**src/rtl/ire_pkg.sv**
```systemverilog
// Shared opcode constants and the decoded-entry layout for the instruction
// register/extract stage.
package ire_pkg;

    // Widest supported XLEN; narrower builds leave the upper bits at zero.
    localparam int IRE_XLEN_MAX = 64;

    localparam logic [5:0] OP_RTYPE = 6'b000000;
    localparam logic [5:0] OP_J     = 6'b000010;
    localparam logic [5:0] OP_JAL   = 6'b000011;
    localparam logic [5:0] OP_BEQ   = 6'b000100;
    localparam logic [5:0] OP_BNE   = 6'b000101;
    localparam logic [5:0] OP_ADDI  = 6'b001000;
    localparam logic [5:0] OP_ADDIU = 6'b001001;
    localparam logic [5:0] OP_SLTI  = 6'b001010;
    localparam logic [5:0] OP_ANDI  = 6'b001100;
    localparam logic [5:0] OP_ORI   = 6'b001101;
    localparam logic [5:0] OP_XORI  = 6'b001110;
    localparam logic [5:0] OP_LUI   = 6'b001111;
    localparam logic [5:0] OP_LW    = 6'b100011;
    localparam logic [5:0] OP_SW    = 6'b101011;

    localparam logic [5:0] FUNCT_JR = 6'b001000;

    typedef struct packed {
        logic [IRE_XLEN_MAX-1:0] pc;
        logic [5:0]              op;
        logic [5:0]              funct;
        logic [4:0]              ar;
        logic [4:0]              br;
        logic [4:0]              rdr;
        logic [IRE_XLEN_MAX-1:0] imm_ext;
        logic [25:0]             ind;
        logic                    reg_we;
        logic                    is_load;
        logic                    is_store;
        logic                    is_branch;
        logic                    is_jump;
        logic                    illegal;
    } ire_entry_t;

endpackage

```
**src/rtl/ire_stage_decode.sv**
```systemverilog
// Combinational decode of one MIPS32 instruction word into an ire_entry_t.
// IRE_ILLEGAL_EN: flag opcodes outside the supported set as illegal.
module ire_decode
    import ire_pkg::*;
#(
    parameter int XLEN     = 32,
    parameter int LINK_REG = 31
) (
    input  logic [31:0]     ir,
    input  logic [XLEN-1:0] pc,
    output ire_entry_t      entry
);

    logic [5:0]      op;
    logic [5:0]      funct;
    logic [4:0]      rt;
    logic [4:0]      rd;
    logic [XLEN-1:0] imm;
    logic            dst_rt;
    logic            we;

    assign op    = ir[31:26];
    assign funct = ir[5:0];
    assign rt    = ir[20:16];
    assign rd    = ir[15:11];

    always_comb begin
        imm    = {{(XLEN-16){ir[15]}}, ir[15:0]};
        dst_rt = 1'b0;
        we     = 1'b0;
        case (op)
            OP_RTYPE: we = (funct != FUNCT_JR);
            OP_LW: begin
                dst_rt = 1'b1;
                we     = 1'b1;
            end
            OP_SW: dst_rt = 1'b1;
            OP_ADDI, OP_ADDIU, OP_SLTI: begin
                dst_rt = 1'b1;
                we     = 1'b1;
            end
            OP_ANDI, OP_ORI, OP_XORI: begin
                dst_rt = 1'b1;
                we     = 1'b1;
                imm    = {{(XLEN-16){1'b0}}, ir[15:0]};
            end
            OP_LUI: begin
                dst_rt     = 1'b1;
                we         = 1'b1;
                imm        = '0;
                imm[31:16] = ir[15:0];
            end
            OP_JAL: we = 1'b1;
            default: we = 1'b0;
        endcase
    end

    always_comb begin
        entry                 = '0;
        entry.pc[XLEN-1:0]      = pc;
        entry.op              = op;
        entry.funct           = funct;
        entry.ar              = ir[25:21];
        entry.br              = rt;
        entry.rdr             = (op == OP_JAL) ? 5'(LINK_REG) : (dst_rt ? rt : rd);
        entry.imm_ext[XLEN-1:0] = imm;
        entry.ind             = ir[25:0];
        entry.is_load         = (op == OP_LW);
        entry.is_store        = (op == OP_SW);
        entry.is_branch       = (op == OP_BEQ) || (op == OP_BNE);
        entry.is_jump         = (op == OP_J) || (op == OP_JAL) ||
                                ((op == OP_RTYPE) && (funct == FUNCT_JR));
        // Writes to r0 are architecturally discarded, so never request them.
        entry.reg_we          = we && (entry.rdr != 5'd0);
`ifdef IRE_ILLEGAL_EN
        entry.illegal = !(op inside {OP_RTYPE, OP_J, OP_JAL, OP_BEQ, OP_BNE,
                                     OP_ADDI, OP_ADDIU, OP_SLTI, OP_ANDI,
                                     OP_ORI, OP_XORI, OP_LUI, OP_LW, OP_SW});
        if (entry.illegal) begin
            entry.reg_we    = 1'b0;
            entry.is_load   = 1'b0;
            entry.is_store  = 1'b0;
            entry.is_branch = 1'b0;
            entry.is_jump   = 1'b0;
        end
`else
        entry.illegal = 1'b0;
`endif
    end

endmodule

```
**src/rtl/ire_stage.sv**
```systemverilog
// Registered instruction-extract stage: decodes at accept time and buffers
// decoded entries in a DEPTH-deep FIFO. IRE_ILLEGAL_EN adds illegal tracking.
module ire_stage
    import ire_pkg::*;
#(
    parameter int XLEN     = 32,
    parameter int DEPTH    = 2,
    parameter int LINK_REG = 31
) (
    input  logic            clk,
    input  logic            rst,
    input  logic            flush,
    input  logic            in_valid,
    output logic            in_ready,
    input  logic [31:0]     ir,
    input  logic [XLEN-1:0] pc_in,
    output logic            out_valid,
    input  logic            out_ready,
    output logic [XLEN-1:0] pc_out,
    output logic [5:0]      op,
    output logic [5:0]      funct,
    output logic [4:0]      ar,
    output logic [4:0]      br,
    output logic [4:0]      rdr,
    output logic [XLEN-1:0] imm_ext,
    output logic [25:0]     ind,
    output logic            reg_we,
    output logic            is_load,
    output logic            is_store,
    output logic            is_branch,
    output logic            is_jump,
    output logic            illegal
);

    localparam int PW = $clog2(DEPTH);
    localparam int CW = PW + 1;

    ire_entry_t      mem [DEPTH];
    ire_entry_t      dec_entry;
    ire_entry_t      head;
    logic [PW-1:0]   wr_ptr;
    logic [PW-1:0]   rd_ptr;
    logic [CW-1:0]   count;
    logic [CW-1:0]   count_n;
    logic            full;
    logic            push;
    logic            pop;
    logic            unused_hi;

    ire_decode #(
        .XLEN     (XLEN),
        .LINK_REG (LINK_REG)
    ) u_decode (
        .ir    (ir),
        .pc    (pc_in),
        .entry (dec_entry)
    );

    // Handshake: a transfer happens on a rising edge where valid && ready are
    // both high; valid never depends on ready. No push is taken while full,
    // in reset, or flushing; a pop during flush still completes.
    assign full      = (count == CW'(DEPTH));
    assign in_ready  = !full && !rst && !flush;
    assign out_valid = (count != '0);
    assign push      = in_valid && in_ready;
    assign pop       = out_valid && out_ready;

    always_comb begin
        case ({push, pop})
            2'b10:   count_n = count + CW'(1);
            2'b01:   count_n = count - CW'(1);
            default: count_n = count;
        endcase
    end

    always_ff @(posedge clk) begin
        if (rst || flush) begin
            count  <= '0;
            wr_ptr <= '0;
            rd_ptr <= '0;
        end else begin
            count <= count_n;
            if (push) wr_ptr <= wr_ptr + PW'(1);
            if (pop)  rd_ptr <= rd_ptr + PW'(1);
        end
    end

    always_ff @(posedge clk) begin
        if (push) mem[wr_ptr] <= dec_entry;
    end

    assign head = out_valid ? mem[rd_ptr] : '0;

    assign pc_out    = head.pc[XLEN-1:0];
    assign op        = head.op;
    assign funct     = head.funct;
    assign ar        = head.ar;
    assign br        = head.br;
    assign rdr       = head.rdr;
    assign imm_ext   = head.imm_ext[XLEN-1:0];
    assign ind       = head.ind;
    assign reg_we    = head.reg_we;
    assign is_load   = head.is_load;
    assign is_store  = head.is_store;
    assign is_branch = head.is_branch;
    assign is_jump   = head.is_jump;
    assign illegal   = head.illegal;

    // Upper bits beyond XLEN are always zero in stored entries.
    assign unused_hi = ^{head.pc, head.imm_ext};

`ifdef IRE_ILLEGAL_EN
    logic [15:0] illegal_cnt;

    always_ff @(posedge clk) begin
        if (rst) begin
            illegal_cnt <= '0;
        end else if (pop && head.illegal && (illegal_cnt != 16'hFFFF)) begin
            illegal_cnt <= illegal_cnt + 16'd1;
        end
    end
`endif

endmodule

```
**config.mk**
```make
export PLATFORM = sky130hd
export DESIGN_NAME = ire_stage
export DESIGN_NICKNAME = d
export VERILOG_FILES = /design/src/rtl/ire_pkg.sv /design/src/rtl/ire_stage_decode.sv /design/src/rtl/ire_stage.sv
export SDC_FILE = /design/constraint.sdc
export NUM_CORES = 1
export LEC_CHECK = 0
export ABC_AREA = 0
export BUFFER_PORTS_ARGS = -buffer_cell sky130_fd_sc_hd__buf_2
export CORE_MARGIN = 8
export CORE_UTILIZATION = 35
export DETAILED_ROUTE_END_ITERATION = 6
export PLACE_DENSITY_LB_ADDON = 0.05
export SETUP_SLACK_MARGIN = 0.4
export SYNTH_ARGS = -nofsm -noshare
export SYNTH_HDL_FRONTEND = slang
export SYNTH_SLANG_ARGS = --single-unit
```
**constraint.sdc**
```tcl
create_clock -name clk -period 10.1 [get_ports clk]
set_input_delay 0.505 -clock clk [delete_from_list [all_inputs] [get_ports clk]]
set_output_delay 0.505 -clock clk [all_outputs]
set_load 0.1 [all_outputs]
```
## Word-level counts from Yosys, hierarchy flattened

Memory sizes are Yosys's and may differ from the RTL's. A register that Yosys moved wholly into a read port is not among the register bits.
Index checks and enable logic that the tools add are counted.

- Register bits: 4
- Bits in latches: 0
- Bits in writable memories: 244
- Memory bits (read-only): 0
- Bits of input ports: 69
- Output and inout port bits: 125
- Word-level logic and storage cells: 57
- Memories: 1

- Add/sub/neg operators: 4
- $mul: 0
- Div/mod/pow operators: 0
- Order comparisons: 0
- Equality and inequality tests: 18
- Shift operators: 0
- Muxes and demuxes: 11
- Bitwise logic cells: 0
- Reduce and logical (&&, ||, !) cells: 20

Memories:

| name | words | bits a word | rd ports | clocked after memory_dff | write ports | RTL line | source |
|---|---|---|---|---|---|---|---|
| mem | 2 | 122 | 1 | 1 | 1 | ire_stage.sv:38 | `ire_entry_t mem [DEPTH];` |

Operators with widths:

| kind | number |
|---|---|
| $mux W155 | 1 |
| $pmux W32 S2 | 1 |
| $eq A6 B4 Y1 const B | 8 |
| $reduce_or A9 Y1 | 2 |
| $eq A6 B2 Y1 const B | 2 |
| $eq A6 B3 Y1 const B | 2 |
| $eq A6 B6 Y1 const B | 2 |
| $mux W5 | 2 |
| $logic_and A1 B1 Y1 | 6 |
| $logic_not A6 Y1 | 1 |
| $ne A6 B4 Y1 const B | 1 |
| $mux W1 | 5 |
| $reduce_bool A5 Y1 | 1 |
| $eq A2 B2 Y1 const B | 2 |
| $logic_or A1 B1 Y1 | 4 |
| $pmux W2 S2 | 1 |
| $reduce_bool A2 Y1 | 2 |
| $logic_not A1 Y1 | 3 |
| $reduce_or A3 Y1 | 1 |
| $add A1 B1 Y1 const B | 2 |
| $add A2 B1 Y2 const B | 1 |
| $eq A2 B1 Y1 const B | 1 |
| $pmux W1 S2 | 1 |
| $sub A2 B1 Y2 const B | 1 |

## Depth between registers and ports, before layout

- Depth after elaboration: 7
- Gate-level depth with buffers: 8
- Depth with buffers taken out: 8

## Modules after synthesis

From an unflattened synthesis, not the netlist that was laid out.

- Cells, all modules: 774
- Area total of the unflattened synthesis: 11,129.4 um2

By module, submodules not included:

| module | times used | cells an instance | area an instance (um2) | sequential area each (um2) |
|---|---|---|---|---|
| ire_stage | 1 | 549 | 9,469.1 | 7,487.2 |
| ire_decode | 1 | 225 | 1,660.3 | 0.0 |

## Least setup slack after synthesis

No wires, ideal clock.

- Path type: input-to-reg
- From: input rst
- To: memory mem[0][0] in the netlist's numbering (enable)
- Library setup time: 0.572 ns
- Arrival time: 5.207 ns
- Data required time: 9.528 ns
- Setup slack: 4.320 ns
- Cell stages on the path: 3
- Buffers on the path: 0
- Cells stage by stage: nor2_1 nand3_1 nor2_1

- Longest elaborated chain between the ends: 6

Ends and longest elaborated chain:

| item | RTL line | source |
|---|---|---|
| start, declared | ire_stage.sv:11 | `input logic rst,` |
| $logic_not A1 Y1 | ire_stage.sv:63 | `assign in_ready = !full && !rst && !flush;` |
| $logic_and A1 B1 Y1 (2 in a row) | ire_stage.sv:63 |  |
| $logic_and A1 B1 Y1 | ire_stage.sv:65 | `assign push = in_valid && in_ready;` |
| $mux W1 | ire_stage.sv:89 | `if (push) mem[wr_ptr] <= dec_entry;` |
| $mux W1 (not written as such) | ire_stage.sv:89 |  |
| end, declared | ire_stage.sv:38 |  |

No other way between the ends.

==> impl_metrics.tcl <==
set metrics [dict create \
    leakage_uw 0.00399 \
    hold_buffers 0 \
    yosys_warnings 0 \
    crit_chain "buf_4, mux2i_1, nor2_1, buf_2" \
    worstPathRequired_ps 9600 \
    post_cts_resized 0 \
    clkSinkCount 217 \
    wl_per_cell_um 19.4 \
    clockBufferDepth 3 \
    synth_cells 569 \
    synthDistinctLibCells 38 \
    track_usage_pct 13.6 \
    die_h_um 175 \
    pin_count 194 \
    synth_fp_nets 639 \
    clock_latency_ps 510 \
    finalSetupTns_ps 0 \
    max_freq_mhz 265 \
    htree_num_levels 1 \
    rsz0062_at_grt "false" \
    crit_family "buffers and inverters" \
    dp.final_hpwl_mm 13.8 \
    post_cts_buffers 0 \
    row_count 58 \
    clk_pin_slew_worst_paths_ps 60 \
    finalMaxSlewViolations 0 \
    yosys-top-cells-area "edfxtp_1, mux2i_1, nor2_1" \
    synth.ff_latch_count 217 \
    dieArea_um2 30700 \
    crit_path_end "is_jump" \
    fin_cells 1094 \
    crit_cells 4 \
    fin_ws_ps 6330 \
    die_w_um 175 \
    rrSetupSlack_ps 7200 \
    slowest_delay_ps 1060 \
    nets 818 \
    fin_crit_ps 3770 \
    powerDensity_nw_per_um2 181 \
    wirelength_mm 21.2 \
    hold_viol 0 \
    synth_largest_area_cell "edfxtp_1" \
    area_growth_pct 21.0 \
    place.port_buffers 192 \
    crit-reg2reg-launch "count[1]$_SDFFE_PP0P_" \
    reg2reg_to "count[1]$_SDFFE_PP0P_" \
    place_worst_setup_slack_ps 6680 \
    hold_path_class "input port to flip-flop" \
    first_pass_iters 4 \
    status "finished, final reports clean" \
    place_congestion 0.705 \
    yosysSeqAreaShare_pct 72.8 \
    syn-mean-instance-area_um2 15.6 \
    clock_skew_ps 7.62 \
    grt-ovfl-total 0 \
    end_kind "output port" \
    vdd_drop_max_mv 0.109 \
    drive_gt1_share_pct 31.7 \
    critical_path_class "flip-flop to output port" \
    numCtsBuffers 24 \
    path_buf_inv 2 \
    maxCapViolations 0 \
    initial_core_util_pct 35.5 \
    min_period_over_period_pct 37.3 \
    antenna_found_initial 0 \
    routed_via_density 4.74 \
    core_um2 25000 \
    grt_pass1_wl_mm 33.2 \
    placedCellCount 1052 \
    drt-initial-drc-count 248 \
    setup.worst_path.start_class "flip-flop" \
    cts-root-buf "clkbuf_16" \
    postRouteAntennaNets 0 \
    crit_arrival_ps 3260 \
    slew_headroom_pct 28.9 \
    synth_top_area_share_pct 71.7 \
    num_vias 5185 \
    critical-path-slowest-cell "dfxtp_4" \
    cts_tree "yes" \
    hold_ws_ps 192 \
    setup_viol 0 \
    drt_drc_violations_left 0 \
    grt_pass1_vias 5641 \
    worstRegToRegCells 8 \
    diodes 0 \
    grt_max_degree 79 \
    worstMarginPinSlew_ps 1070 \
    path_max_fanout 58 \
    syn_area_um2 8880 \
]
==> per-stage QoR <==
step	cell area [um2]	power (uW)	utilization (%)
after floorplan	8880	1140	-
after global placement	10100	1190	40.2
after detailed placement	10100	1190	40.2
after CTS	10800	1980	42.9
after global routing	10800	2020	42.9
final	10800	1950	42.9
==> per-layer routing <==
metal | GRT usage (%) | wire length, um | vias up | share of wire [%]
li1 | - | - | 2433 | -
met4 | 3.21 | 331 | 0 | 1.6
met1 | 17.8 | 9480 | 2573 | 45
met2 | 22.9 | 10000 | 154 | 47
met5 | 0 | 0 | - | 0
met3 | 2.94 | 1340 | 25 | 6.3
==> where the power goes <==
group	switching [uW]	internal, uW
Sequential	4.55	1010
Clock	332	448
Combinational	124	33.5
==> cell families (layout without fill, tap and decap cells) <==
logic type      count (synthesis)  count (layout)  share of synthesized area [%]
other cells                     1               1                         0.0422
buf+inv                        47             242                           3.18
simple gates                  167             167                           8.86
flops                         217             217                           72.8
xor+xnor                        5               5                          0.493
fa+ha+maj                       1               1                          0.141
mux                           111             111                           12.5
compound gates                 20              20                           1.99
==> registers in the layout (all words and copies together), names as in the netlist, named ones only <==
register,flops
mem,212
wr_ptr,1
count,2
rd_ptr,1
==> cell usage in the layout (no fill, tap or decap), types with 2 or more instances in the layout <==
cell / count
clkbuf_16: 25
nor2_4: 3
clkinv_1: 6
nor4_1: 2
buf_2: 192
inv_1: 2
a21o_1: 15
nand3_1: 3
mux2i_1: 111
clkinv_2: 6
edfxtp_1: 212
xnor2_1: 4
nand2_1: 7
nor3_1: 8
nand3b_1: 2
buf_4: 6
dfxtp_1: 4
nor2_1: 112
and2_1: 18
clkbuf_1: 5
==> worst min path at each step <==
stage | from | endpoint | slack (ps) | depth (start not counted)
floorplan | rd_ptr$_SDFFE_PP0P_ | flip-flop | 520 | 2
global placement | rd_ptr$_SDFFE_PP0P_ | flip-flop | 530 | 2
detailed placement | rd_ptr$_SDFFE_PP0P_ | flip-flop | 540 | 2
CTS | pc_in[4] | mem[1][94]$_DFFE_PP_ | 160 | 1
global route | ir[25] | mem[0][77]$_DFFE_PP_ | 170 | 1
finish | pc_in[0] | mem[1][90]$_DFFE_PP_ | 190 | 1
==> area by class of cell <==
type | instances | area (um2)
Tap cell | 330 | 413
Inverter | 2 | 7.51
Fill cell | 2361 | 14300
Timing Repair Buffer | 198 | 1010
Sequential cell | 217 | 6470
Clock buffer | 30 | 644
Clock inverter | 12 | 52.6
Multi-Input combinational cell | 305 | 2160
==> Yosys cell counts (all sizes together) <==
master,number
edfxtp,212
nor2,115
mux2i,111
buf,37
and2,18
a21o,15
clkbuf,8
nor3,8
nand2,7
dfxtp,5
nand3,4
xnor2,4
nor4,3
inv,2
nand3b,2
nor3b,2
a21boi,1
a2bb2oi,1
a311oi,1
and2b,1
and3,1
and3b,1
and4b,1
conb,1
ha,1
nand2b,1
nand4b,1
nor2b,1
o21a,1
o21bai,1
or4,1
xor2,1
Note: power is estimated with default switching activity, not from simulation.
